`src/rtl/mc_pkg.sv`:
```
// Shared definitions for the multicycle control unit: state codes, opcodes,
// datapath mux/ALU encodings and widths.
package mc_pkg;

  localparam int unsigned STATE_W  = 4;
  localparam int unsigned OPCODE_W = 6;
  localparam int unsigned WAIT_W   = 8;   // holds MAX_WAIT up to 255
  localparam int unsigned CNT_W    = 32;

  typedef enum logic [STATE_W-1:0] {
    S_FETCH  = 4'd0,
    S_DECODE = 4'd1,
    S_MEMADR = 4'd2,
    S_MEMRD  = 4'd3,
    S_MEMWB  = 4'd4,
    S_MEMWR  = 4'd5,
    S_EXEC   = 4'd6,
    S_ALUWB  = 4'd7,
    S_BEQ    = 4'd8,
    S_BNE    = 4'd9,
    S_JUMP   = 4'd10,
    S_ADDIEX = 4'd11,
    S_ADDIWB = 4'd12
  } state_t;

  localparam logic [OPCODE_W-1:0] OP_RTYPE = 6'b000000;
  localparam logic [OPCODE_W-1:0] OP_LW    = 6'b100011;
  localparam logic [OPCODE_W-1:0] OP_SW    = 6'b101011;
  localparam logic [OPCODE_W-1:0] OP_BEQ   = 6'b000100;
  localparam logic [OPCODE_W-1:0] OP_BNE   = 6'b000101;
  localparam logic [OPCODE_W-1:0] OP_J     = 6'b000010;
  localparam logic [OPCODE_W-1:0] OP_ADDI  = 6'b001000;

  localparam logic [1:0] ALU_ADD   = 2'b00;
  localparam logic [1:0] ALU_SUB   = 2'b01;
  localparam logic [1:0] ALU_FUNCT = 2'b10;

  localparam logic [1:0] SRCB_B       = 2'b00;
  localparam logic [1:0] SRCB_FOUR    = 2'b01;
  localparam logic [1:0] SRCB_IMM     = 2'b10;
  localparam logic [1:0] SRCB_IMM_SH2 = 2'b11;

  localparam logic [1:0] PCSRC_ALU    = 2'b00;
  localparam logic [1:0] PCSRC_ALUOUT = 2'b01;
  localparam logic [1:0] PCSRC_JUMP   = 2'b10;

  // States that stall on memory and are therefore subject to the wait timer.
  function automatic logic is_wait_state(input state_t s);
    return (s == S_FETCH) || (s == S_MEMRD) || (s == S_MEMWR);
  endfunction

endpackage

```
`src/rtl/mc_wait_timer.sv`:
```
// Consecutive not-ready counter with timeout compare.
// Ports:
//   clock, reset : rising-edge clock, synchronous active-high reset
//   waiting      : FSM is in a memory-stall state
//   mem_ready    : memory access completes this cycle
//   timeout_c    : combinational, count reached MAX_WAIT while still not ready
module mc_wait_timer
  import mc_pkg::*;
#(
  parameter int unsigned MAX_WAIT = 15
) (
  input  logic clock,
  input  logic reset,
  input  logic waiting,
  input  logic mem_ready,
  output logic timeout_c
);

  logic [WAIT_W-1:0] count;

  assign timeout_c = waiting && !mem_ready && (count == WAIT_W'(MAX_WAIT));

  // Count only while stalled; any completion, timeout or leaving the wait
  // states returns the counter to zero, so entering a new wait state starts fresh.
  always_ff @(posedge clock) begin
    if (reset) begin
      count <= '0;
    end else if (waiting && !mem_ready && !timeout_c) begin
      count <= count + WAIT_W'(1);
    end else begin
      count <= '0;
    end
  end

endmodule

```
`src/rtl/multicycle_control.sv`:
```
// Multicycle MIPS-style control FSM (Moore decode, FETCH strobes follow mem_ready).
// Optional macro MC_PERF_CNT_EN adds cycle_cnt / instr_cnt performance counters.
// Ports:
//   clock, reset        : rising-edge clock, synchronous active-high reset
//   opcode, mem_ready   : IR[31:26] and memory completion
//   pc_write*, iord, mem_read, mem_write, ir_write, mem_to_reg, reg_dst,
//   reg_write, alu_src_a, alu_src_b, alu_op, pc_source : datapath controls
//   state               : current state code
//   illegal_op          : pulse in DECODE on an unsupported opcode
//   mem_timeout         : pulse when a memory wait exceeds MAX_WAIT
//   cycle_cnt, instr_cnt: performance counters (MC_PERF_CNT_EN only)
module multicycle_control
  import mc_pkg::*;
#(
  parameter int unsigned MAX_WAIT = 15
) (
  input  logic                clock,
  input  logic                reset,
  input  logic [OPCODE_W-1:0] opcode,
  input  logic                mem_ready,
  output logic                pc_write,
  output logic                pc_write_cond,
  output logic                pc_write_cond_ne,
  output logic                iord,
  output logic                mem_read,
  output logic                mem_write,
  output logic                ir_write,
  output logic                mem_to_reg,
  output logic                reg_dst,
  output logic                reg_write,
  output logic                alu_src_a,
  output logic [1:0]          alu_src_b,
  output logic [1:0]          alu_op,
  output logic [1:0]          pc_source,
  output logic [STATE_W-1:0]  state,
  output logic                illegal_op,
  output logic                mem_timeout
`ifdef MC_PERF_CNT_EN
  ,
  output logic [CNT_W-1:0]    cycle_cnt,
  output logic [CNT_W-1:0]    instr_cnt
`endif
);

  state_t state_q;
  state_t state_d;
  logic   timeout_c;

  mc_wait_timer #(.MAX_WAIT(MAX_WAIT)) u_wait_timer (
    .clock     (clock),
    .reset     (reset),
    .waiting   (is_wait_state(state_q)),
    .mem_ready (mem_ready),
    .timeout_c (timeout_c)
  );

  assign state = state_q;

  // State register.
  always_ff @(posedge clock) begin
    if (reset) begin
      state_q <= S_FETCH;
    end else begin
      state_q <= state_d;
    end
  end

  // Next-state and output decode.
  always_comb begin
    state_d          = state_q;
    pc_write         = 1'b0;
    pc_write_cond    = 1'b0;
    pc_write_cond_ne = 1'b0;
    iord             = 1'b0;
    mem_read         = 1'b0;
    mem_write        = 1'b0;
    ir_write         = 1'b0;
    mem_to_reg       = 1'b0;
    reg_dst          = 1'b0;
    reg_write        = 1'b0;
    alu_src_a        = 1'b0;
    alu_src_b        = SRCB_B;
    alu_op           = ALU_ADD;
    pc_source        = PCSRC_ALU;
    illegal_op       = 1'b0;
    mem_timeout      = 1'b0;

    case (state_q)
      S_FETCH: begin
        mem_read  = 1'b1;
        alu_src_b = SRCB_FOUR;
        ir_write  = mem_ready;
        pc_write  = mem_ready;
        // A timeout here simply re-enters FETCH.
        if (mem_ready) state_d = S_DECODE;
        else if (timeout_c) state_d = S_FETCH;
      end
      S_DECODE: begin
        alu_src_b = SRCB_IMM_SH2;
        case (opcode)
          OP_RTYPE:     state_d = S_EXEC;
          OP_LW, OP_SW: state_d = S_MEMADR;
          OP_BEQ:       state_d = S_BEQ;
          OP_BNE:       state_d = S_BNE;
          OP_J:         state_d = S_JUMP;
          OP_ADDI:      state_d = S_ADDIEX;
          default: begin
            illegal_op = 1'b1;
            state_d    = S_FETCH;
          end
        endcase
      end
      S_MEMADR: begin
        alu_src_a = 1'b1;
        alu_src_b = SRCB_IMM;
        state_d   = (opcode == OP_LW) ? S_MEMRD : S_MEMWR;
      end
      S_MEMRD: begin
        mem_read = 1'b1;
        iord     = 1'b1;
        if (mem_ready) state_d = S_MEMWB;
        else if (timeout_c) state_d = S_FETCH;
      end
      S_MEMWB: begin
        mem_to_reg = 1'b1;
        reg_write  = 1'b1;
        state_d    = S_FETCH;
      end
      S_MEMWR: begin
        mem_write = 1'b1;
        iord      = 1'b1;
        if (mem_ready || timeout_c) state_d = S_FETCH;
      end
      S_EXEC: begin
        alu_src_a = 1'b1;
        alu_op    = ALU_FUNCT;
        state_d   = S_ALUWB;
      end
      S_ALUWB: begin
        reg_dst   = 1'b1;
        reg_write = 1'b1;
        state_d   = S_FETCH;
      end
      S_BEQ: begin
        alu_src_a     = 1'b1;
        alu_op        = ALU_SUB;
        pc_source     = PCSRC_ALUOUT;
        pc_write_cond = 1'b1;
        state_d       = S_FETCH;
      end
      S_BNE: begin
        alu_src_a        = 1'b1;
        alu_op           = ALU_SUB;
        pc_source        = PCSRC_ALUOUT;
        pc_write_cond_ne = 1'b1;
        state_d          = S_FETCH;
      end
      S_JUMP: begin
        pc_write  = 1'b1;
        pc_source = PCSRC_JUMP;
        state_d   = S_FETCH;
      end
      S_ADDIEX: begin
        alu_src_a = 1'b1;
        alu_src_b = SRCB_IMM;
        state_d   = S_ADDIWB;
      end
      S_ADDIWB: begin
        reg_write = 1'b1;
        state_d   = S_FETCH;
      end
      default: state_d = S_FETCH;
    endcase

    mem_timeout = timeout_c;

    // Reset abandons the instruction: suppress every architectural write and
    // both pulses in the cycle reset is sampled.
    if (reset) begin
      pc_write         = 1'b0;
      pc_write_cond    = 1'b0;
      pc_write_cond_ne = 1'b0;
      mem_write        = 1'b0;
      ir_write         = 1'b0;
      reg_write        = 1'b0;
      illegal_op       = 1'b0;
      mem_timeout      = 1'b0;
    end
  end

`ifdef MC_PERF_CNT_EN
  logic instr_done_c;

  // An instruction retires when a final state hands control back to FETCH.
  always_comb begin
    instr_done_c = 1'b0;
    if (state_d == S_FETCH) begin
      case (state_q)
        S_MEMWB, S_MEMWR, S_ALUWB, S_BEQ, S_BNE, S_JUMP, S_ADDIWB: instr_done_c = 1'b1;
        default: instr_done_c = 1'b0;
      endcase
    end
  end

  // Free-running performance counters, wrapping naturally.
  always_ff @(posedge clock) begin
    if (reset) begin
      cycle_cnt <= '0;
      instr_cnt <= '0;
    end else begin
      cycle_cnt <= cycle_cnt + CNT_W'(1);
      if (instr_done_c) instr_cnt <= instr_cnt + CNT_W'(1);
    end
  end
`endif

endmodule

```
`config.mk`:
```
export PLATFORM = sky130hd
export DESIGN_NAME = multicycle_control
export DESIGN_NICKNAME = d
export VERILOG_FILES = /design/src/rtl/mc_pkg.sv /design/src/rtl/mc_wait_timer.sv /design/src/rtl/multicycle_control.sv
export SDC_FILE = /design/constraint.sdc
export NUM_CORES = 1
export LEC_CHECK = 0
export CORE_UTILIZATION = 41
export DETAILED_ROUTE_END_ITERATION = 12
export HOLD_SLACK_MARGIN = 0.15
export PLACE_DENSITY_LB_ADDON = 0.25
export SYNTH_ARGS = -nofsm -noshare
export SYNTH_HDL_FRONTEND = slang
export SYNTH_SLANG_ARGS = --single-unit
```
`constraint.sdc`:
```
create_clock -name clock -period 1.5 [get_ports clock]
set_input_delay 0.15 -clock clock [delete_from_list [all_inputs] [get_ports clock]]
set_output_delay 0.15 -clock clock [all_outputs]
set_load 0.01 [all_outputs]
```
### Word-level counts from Yosys, hierarchy flattened

Cells that the tools add are included.

| operators by class | value |
|---|---|
| add/subtract/negate cells | 1 |
| equal/unequal tests | 20 |
| muxes and demuxes | 31 |
| bitwise logic cells | 1 |
| reductions and logical operators | 19 |

Operators with widths:

| operator | count |
|---|---|
| $pmux 4 s7 | 1 |
| $pmux 4 s6 | 1 |
| $eq 4x4->1 const B | 5 |
| $mux 1 | 20 |
| $eq 4x3->1 const B | 4 |
| $mux 4 | 4 |
| $eq 6x3->1 const B | 2 |
| $eq 6x6->1 const B | 2 |
| $reduce_or 2->1 | 6 |
| $add 8x1->8 const B | 1 |
| $eq 4x2->1 const B | 2 |
| $eq 8x4->1 const B | 1 |
| $pmux 2 s2 | 2 |
| $reduce_or 7->1 | 1 |
| $eq 6x2->1 const B | 1 |
| $eq 6x4->1 const B | 1 |
| $logic_not 6->1 | 1 |
| $pmux 2 s3 | 1 |
| $reduce_or 5->1 | 1 |
| $eq 4x1->1 const B | 1 |
| $logic_not 4->1 | 1 |
| $logic_and 1x1->1 | 3 |
| $logic_or 1x1->1 | 3 |
| $mux 3 | 1 |
| other kinds (5) | 6 |

| storage, ports and cells | value |
|---|---|
| bits in registers | 12 |
| bits of input ports | 9 |

### Depth between registers and ports, before layout

Gate-level depths: netlist of run 1.

| logic depth | value |
|---|---|
| depth after elaboration | 9 |
| depth in mapped cells | 6 |
| gate-level depth less buffers | 5 |

### Cells and area by module

From an unflattened synthesis of run 1, not the netlist that was laid out.

| unflattened totals | value |
|---|---|
| cells, all modules | 136 |
| area, all modules | 1059.8 um^2 |

By module, submodules not included:

| module | instances | cells an instance | area an instance (um^2) | seq. area each (um^2) |
|---|---|---|---|---|
| multicycle_control | 1 | 96 | 683.2 | 80.1 |
| mc_wait_timer | 1 | 40 | 376.6 | 160.2 |

### Least setup slack after synthesis of run 1

No wires, ideal clock.

| timing path | value |
|---|---|
| kind | register -> output |
| start point | register state_q[2], in the netlist state[2] |
| end point | output reg_write |
| arrival time | 1.511 ns |
| required time | 1.350 ns |
| setup slack | -0.161 ns |
| cell stages (with the launch flop) | 4 |
| buffers on the path | 1 |
| path through | dfxtp_1 clkbuf_1 inv_1 a2111oi_0 |

| on the way | value |
|---|---|
| word-level cells in the longest chain between the ends | 4 |
| elaborated cells on any way between the ends | 6 |
| those cells by class | eq/ne (3); mux (2); reduce/logical (1) |

Ends and longest elaborated chain:

| what | RTL line | RTL |
|---|---|---|
| start, declared | multicycle_control.sv:45 | `state_t state_q;` |
| start signal, assigned | multicycle_control.sv:64 | `state_q <= state_d;` |
| $eq 4x4->1 / $eq 4x3->1 (equally long branches) | multicycle_control.sv:88 | `case (state_q)` |
| $reduce_or 3->1 (no line) * | - |  |
| $mux 1 * | multicycle_control.sv:88 |  |
| $mux 1 * | multicycle_control.sv:179 | `if (reset) begin` |
| end, declared | multicycle_control.sv:30 | `output logic reg_write,` |

Every way passes the cells marked *; elsewhere a longest branch is shown, timed or not.

### Worst setup path in the final report of run 1

| timing path | value |
|---|---|
| start point | register state_q[2], in the netlist state[2] |
| end point | register state_q[1], in the netlist state[1] |

| on the way | value |
|---|---|
| word-level cells in the longest chain between the ends | 8 |
| elaborated cells on any way between the ends | 17 |
| those cells by class | eq/ne (7); mux (4); reduce/logical (6) |

Ends and longest elaborated chain:

| what | RTL line | RTL |
|---|---|---|
| $eq 4x2->1 / $logic_not 4->1 (equally long branches) | mc_pkg.sv:49, multicycle_control.sv:88 |  |
| $logic_or 1x1->1 (2 in a row) | mc_pkg.sv:49 | `return (s == S_FETCH) \|\| (s == S_MEMRD) \|\| (s == S_MEMWR);` |
| $logic_and 1x1->1 (2 in a row) | mc_wait_timer.sv:21 | `assign timeout_c = waiting && !mem_ready && (count == WAIT_W'(MAX_WAIT));` |
| $mux 4 | - |  |
| $mux 4 (on tied branches) | - |  |
| $pmux 4 s7 | multicycle_control.sv:88 |  |

Parallel ways exist; a longest one is shown, timed or not.
A chain may end at the register's enable or synchronous reset.

==> results of run 1 <==
## sequential cells by signal, summed over array words and instances, names as in the netlist
signal	cells
u_wait_timer.count	8
state	4
## worst min path at each step
stage / startpoint / endpoint / slack (ns) / cells after the start
floorplan: opcode[4] / state[3] / 0.35 / 3
global placement: u_wait_timer.count[3] / u_wait_timer.count[3] / 0.50 / 2
detailed placement: u_wait_timer.count[0] / u_wait_timer.count[0] / 0.54 / 2
CTS: state[3] / state[3] / 0.54 / 2
global route: opcode[0] / state[3] / 0.46 / 5
finish: opcode[0] / state[3] / 0.45 / 5
## worst reg2reg max path: cells and delay by family (launching register included)
| kind | cells | cell delay (ns) |
|---|---|---|
| AOI/OAI and AO/OA | 1 | 0.14 |
| buffers and inverters | 1 | 0.18 |
| DFF | 1 | 0.34 |
| and+or+nand+nor | 2 | 0.93 |
## per-layer routing
| metal | wire (µm) | share of wire [%] |
|---|---|---|
| met1 | 1430 | 40 |
| met2 | 1820 | 50 |
| met3 | 190 | 5.3 |
| met4 | 160 | 4.4 |
| met5 | 0 | 0 |
## cell usage in the layout, fill, tap and decap left out, drive strengths merged, types with 2 or more instances in the layout
cell type / n
o21ai: 6
clkdlybuf4s50: 6
or4b: 2
nand2: 6
inv: 6
o22ai: 2
nor3: 9
nor4: 4
mux2i: 2
a21oi: 10
dlymetal6s2s: 2
nor3b: 2
nor2: 18
clkbuf: 6
nand3b: 3
xor2: 4
buf: 54
dlygate4sd2: 5
a211oi: 2
nand2b: 6
clkdlybuf4s15: 3
nor2b: 4
or2: 3
xnor2: 4
nand3: 4
dfxtp: 12
## stage by stage
step / hold slack [ns] / util (%) / instance area, µm² / setup TNS, ns
after floorplan: 0.351 / - / 976 / -0.0916
after global placement: 0.505 / 69.7 / 1540 / -3.91
after detailed placement: 0.538 / 69.7 / 1540 / -4.13
after CTS: 0.543 / 75.6 / 1670 / -0.685
after global routing: 0.457 / 79.1 / 1750 / -1.55
final: 0.450 / 79.1 / 1750 / -0.568
## cell type report
class | count | area [µm²]
fillers | 152 | 463
flip-flops and latches | 12 | 248
clock buffers | 4 | 36.3
well taps | 28 | 35.0
repair buffers | 72 | 589
multi-input cells | 107 | 818
inverters | 6 | 22.5
## power by group
group	internal (W)	switching, W
clock	0.000148	0.000110
sequential	0.000322	0.00000486
combinational	0.000125	0.000116
## cell families (layout without fill, tap and decap cells)
family	Yosys count	count (layout)	synth area share, %
simple gates	71	71	41.7
compound gates	25	25	15.8
buf+inv	15	82	6.78
flops	12	12	25.0
xor+xnor	8	8	7.30
mux	2	2	2.09
fa+ha+maj	1	1	1.30
## what timing repair did
| action | in CTS | in global routing |
|---|---|---|
| setup buffers | 2 | 2 |
| gates resized for setup | 102 | 25 |
| cloned | 1 | 0 |
| setup endpoints to repair | 25 | 24 |
| pin swaps | 6 | 7 |
==> flow_summary.yaml, run 1 <==
floorplan:
  dieWidth_um: 50.4
  io-pin-count: 32
  die_y_um: 50.4
  rows: 17
  start_util_pct: 43.4
  core_area_um2: 2210
  dieArea_um2: 2540
critical_path:
  rr_worst_depth: 4
  path_buf_inv: 1
  r2r-end: "state[1]"
  cp_data_arrival_time_ns: 1.86
  cp-start-kind: "register"
  path_depth: 4
  r2r_setup_slack_ns: -0.16
  startpoint: "state[2]"
  cp.required_ns: 1.69
  critPathCaptureType: "register"
  path_class: "register to register"
  slowest_delay_ns: 0.56
  path_cells: "or4b_4 > buf_4 > or3_1 > o221ai_2"
  crit_path_end: "state[1]"
  slowest_stage: "or4b_4"
  crit_family: "simple AND/OR/NAND/NOR gates"
  critPathMaxFanout: 3
  rr_startpoint: "state[2]"
logic_synthesis:
  yosysMostFrequentCell: "nor2_1"
  avgSynthCellArea_um2: 7.16
  syn_area_um2: 960
  yosysTopAreaCellShare_pct: 25.0
  synth_cells: 134
  yosys-top-cells-area: "dfxtp_1, nor2_1, a21oi_1, nor3_1, nand2b_1"
  synth.top_cells.by_count: "nor2_1, dfxtp_1, a21oi_1"
  yosysWarnings: 0
  async_reset_ff_share_pct: 0
  synthDistinctLibCells: 41
  yosysTopAreaCell: "dfxtp_1"
  synth_seq_cells: 12
  ys_seq_area_share_pct: 25.0
  synth-edff-count: 0
  syn-num-nets: 144
  ys.flop_type: "dfxtp_1"
sta:
  setup_slack_ns: -0.161
  worstMarginPinSlew_ns: 0.362
  post-route-period-util_pct: 111
  slew_viol_final: 0
  fin_crit_ns: 1.66
  rsz0062_at_grt: "true"
  finalHoldViolations: 0
  setup_viol: 8
  fin_skew_ns: 0.00224
  max_freq_mhz: 602
  max-slew-margin-rel_pct: 75.7
clock_tree:
  insertion_delay_ns: 0.27
  clock_path_buffers: 2
  cts.clk_slew.worst_paths_ns: 0.08
  cts-htree-levels: 1
  cts.sinks: 12
  ctsRootBufferMaster: "clkbuf_4"
  cts_buffers: 3
  cts_tree: "built"
  hold_buffers: 0
placed_design:
  io_buffers: 31
  dp.cells: 220
  routabilityCongestion: 0.863
  hpwl_um: 2310
  pre_cts_ws_ns: -0.625
global_route:
  grt_busiest_layer: "met2"
  met3_usage_pct: 2.42
  grt_max_degree: 20
  use_met1_pct: 31.2
  grt_util_met2_pct: 57.6
  antenna_found_initial: 0
  first_global_vias: 1284
  grt_first_pass_wirelength_um: 5660
  grt_usage_pct: 29.3
  overflow: 0
detailed_routing:
  wl_um: 3600
  dr.pass1.iters: 4
  vias: 1318
  routed_via_density: 5.76
  first_iter_violations: 32
  drtAntennaViolNets: 0
  avgRoutedWirePerCell_um: 15.7
  drcViolationCount: 0
power_and_ir_drop:
  power_leakage_nw: 0.766
  finalPower_w: 0.000825
  power_density_nw_per_um2: 472
  ir_drop_v: 0.000332
cells_and_area:
  area_growth_pct: 82.3
  instances_no_fill: 229
  final_nets: 212
  drive_above_1_share_pct: 48.8
  antenna_cells: 0
run_status:
  status: "finished with violations"
  violations: "setup timing"
flow_run:
  maxCapViolCount: 0
min_path:
  hold_path_class: "primary input to register"
No activity file was read; power rests on OpenSTA's default activity.
==> inputs of run 2 (changes only) <==
- CAP_MARGIN: default -> 20
- CORE_UTILIZATION: 41 -> 45
- clock period: 1.5 -> 1.6 ns (I/O delays scaled with it)
==> run 2 against run 1 <==
Net effect:
- the flow still finishes with violations (setup timing)
- setup slack better by 0.11 ns
- wire length is 5.5% lower
- non-clock buffer count is 2 lower
- core utilization is 4.6 points higher
- sequential share of layout area is 0.62 points higher
- register-to-register slack better by 0.16 ns
- global-route usage is 1.2 points lower
- clock power is 28% lower
- via count is 5.0% lower
- critical path type is now primary input to primary output
==> flow_summary.yaml, run 2 (synthesis gave the netlist of run 1 again) <==
detailed_routing:
  first_iter_violations: 25
  avgRoutedWirePerCell_um: 15.1
  vias: 1252
  routed_via_density: 5.56
  drtAntennaViolNets: 0
  drcViolationCount: 0
  wl_um: 3400
  dr.pass1.iters: 4
cells_and_area:
  area_growth_pct: 72.9
  final_common_cell: "buf_4"
  final_nets: 210
  layout_common_cells: "buf_4, nor2_1, buf_2"
  antenna_cells: 0
  drive_above_1_share_pct: 45.5
  regMostFlops: "u_wait_timer.count"
  largest_reg_flops: 8
critical_path:
  critPathCaptureType: "primary output"
  crit_family: "buffers and inverters"
  path_cells: "clkdlybuf4s50_1 > or4b_4 > a21oi_2 > nor4_2 > buf_2"
  cp_data_arrival_time_ns: 1.49
  startpoint: "opcode[3]"
  slowest_delay_ns: 0.50
  rr_worst_depth: 4
  cp-start-kind: "primary input"
  rr_startpoint: "state[0]"
  cp.required_ns: 1.44
  r2r_setup_slack_ns: 0
  path_class: "primary input to primary output"
  r2r-end: "state[1]"
  path_buf_inv: 2
  slowest_stage: "clkdlybuf4s50_1"
  critPathMaxFanout: 3
run_status:
  status: "finished with violations"
  violations: "setup timing"
power_and_ir_drop:
  p_clk_share_pct: 26.0
  power_density_nw_per_um2: 432
  p_int_w: 0.000512
  combPwrFrac_pct: 31.0
  power_leakage_nw: 0.747
  switchingPower_w: 0.000204
  ir_drop_v: 0.000419
  p_seq_share_pct: 43.0
  switching_share_pct: 28.5
clock_tree:
  ctsRootBufferMaster: "clkbuf_4"
  hold_buffers: 0
  cts_buffers: 3
  cts.clk_slew.worst_paths_ns: 0.08
  cts-htree-levels: 1
  insertion_delay_ns: 0.27
  cts_tree: "built"
  cts.sinks: 12
  clock_path_buffers: 2
floorplan:
  io-pin-count: 32
  dieArea_um2: 2320
  core_area_um2: 1980
  dieWidth_um: 48.2
  rows: 16
  die_y_um: 48.2
  start_util_pct: 48.4
global_route:
  overflow: 0
  grt_max_degree: 20
  antenna_found_initial: 0
  grt_usage_pct: 28.1
  first_global_vias: 1075
  grt_first_pass_wirelength_um: 4540
placed_design:
  io_buffers: 31
  routabilityCongestion: 0.869
  hpwl_um: 2300
  pre_cts_ws_ns: -0.518
min_path:
  holdPathEnd: "state[3]"
  hp-start: "opcode[5]"
  hold_path_class: "primary input to register"
  hold_depth: 5
sta:
  max-slew-margin-rel_pct: 78.7
  worstMarginPinSlew_ns: 0.317
  setup_viol: 5
  slew_viol_final: 0
  fin_crit_ns: 1.65
  max_freq_mhz: 607
  hold-worst-slack_ns: 0.478
  post-route-period-util_pct: 103
  rsz0062_at_grt: "true"
  finalHoldViolations: 0
  fin_skew_ns: 0.00960
  setup_slack_ns: -0.0473
flow_run:
  maxCapViolCount: 0
run 2: per-layer routing:
layer	GRT usage (%)	vias up	share of wire [%]
li1	-	610	-
met1	35.4	582	44
met2	46.9	52	50
met3	5.93	8	4.5
met4	10.0	0	2.0
met5	0	-	0
run 2: worst max path at each step:
stage,end,slack [ns],cells past startpoint
detailed placement,illegal_op,-0.52,5
CTS,illegal_op,-0.10,3
finish,illegal_op,-0.05,5
global placement,illegal_op,-0.49,5
global route,reg_write,-0.11,4
floorplan,state[1],0.003,4
run 2: what timing repair did:
action,4_1_cts,5_1_grt
setup endpoints to repair,21,20
pin swaps,5,3
resized for setup,81,32
buffers inserted,2,0
run 2: worst reg2reg max path, delay by kind of cell (launching register included):
kind,cells,cell delay [ns]
and+or+nand+nor,2,0.84
DFF,1,0.38
AOI/OAI and AO/OA,1,0.15
buffers and inverters,1,0.15
run 2: power groups by stage:
stage	Combinational [W]	Clock (W)	Sequential, W
finish	0.000222	0.000186	0.000308
global placement	0.000189	0	0.000313
CTS	0.000206	0.000188	0.000307
detailed placement	0.000195	0	0.000313
floorplan	0.0000809	0	0.000314
global route	0.000235	0.000204	0.000309
run 2: cell type report:
type                       instances  area (µm²)
timing repair buffer              70         566
multi-input combinational        107         769
clock buffer                       3        22.5
tap                               27        33.8
fill                             123         323
inverter                           6        22.5
sequential                        12         245
run 2: stage by stage:
stage | instances | total power, W | util, % | area (µm²) | setup TNS, ns
after floorplan | 134 | 0.000395 | - | 963 | 0
after global placement | 220 | 0.000502 | 77.7 | 1540 | -2.58
after detailed placement | 220 | 0.000508 | 77.7 | 1540 | -3.41
after CTS | 225 | 0.000701 | 82.0 | 1630 | -0.181
after global routing | 225 | 0.000749 | 83.7 | 1660 | -0.484
final | 225 | 0.000716 | 83.7 | 1660 | -0.0918
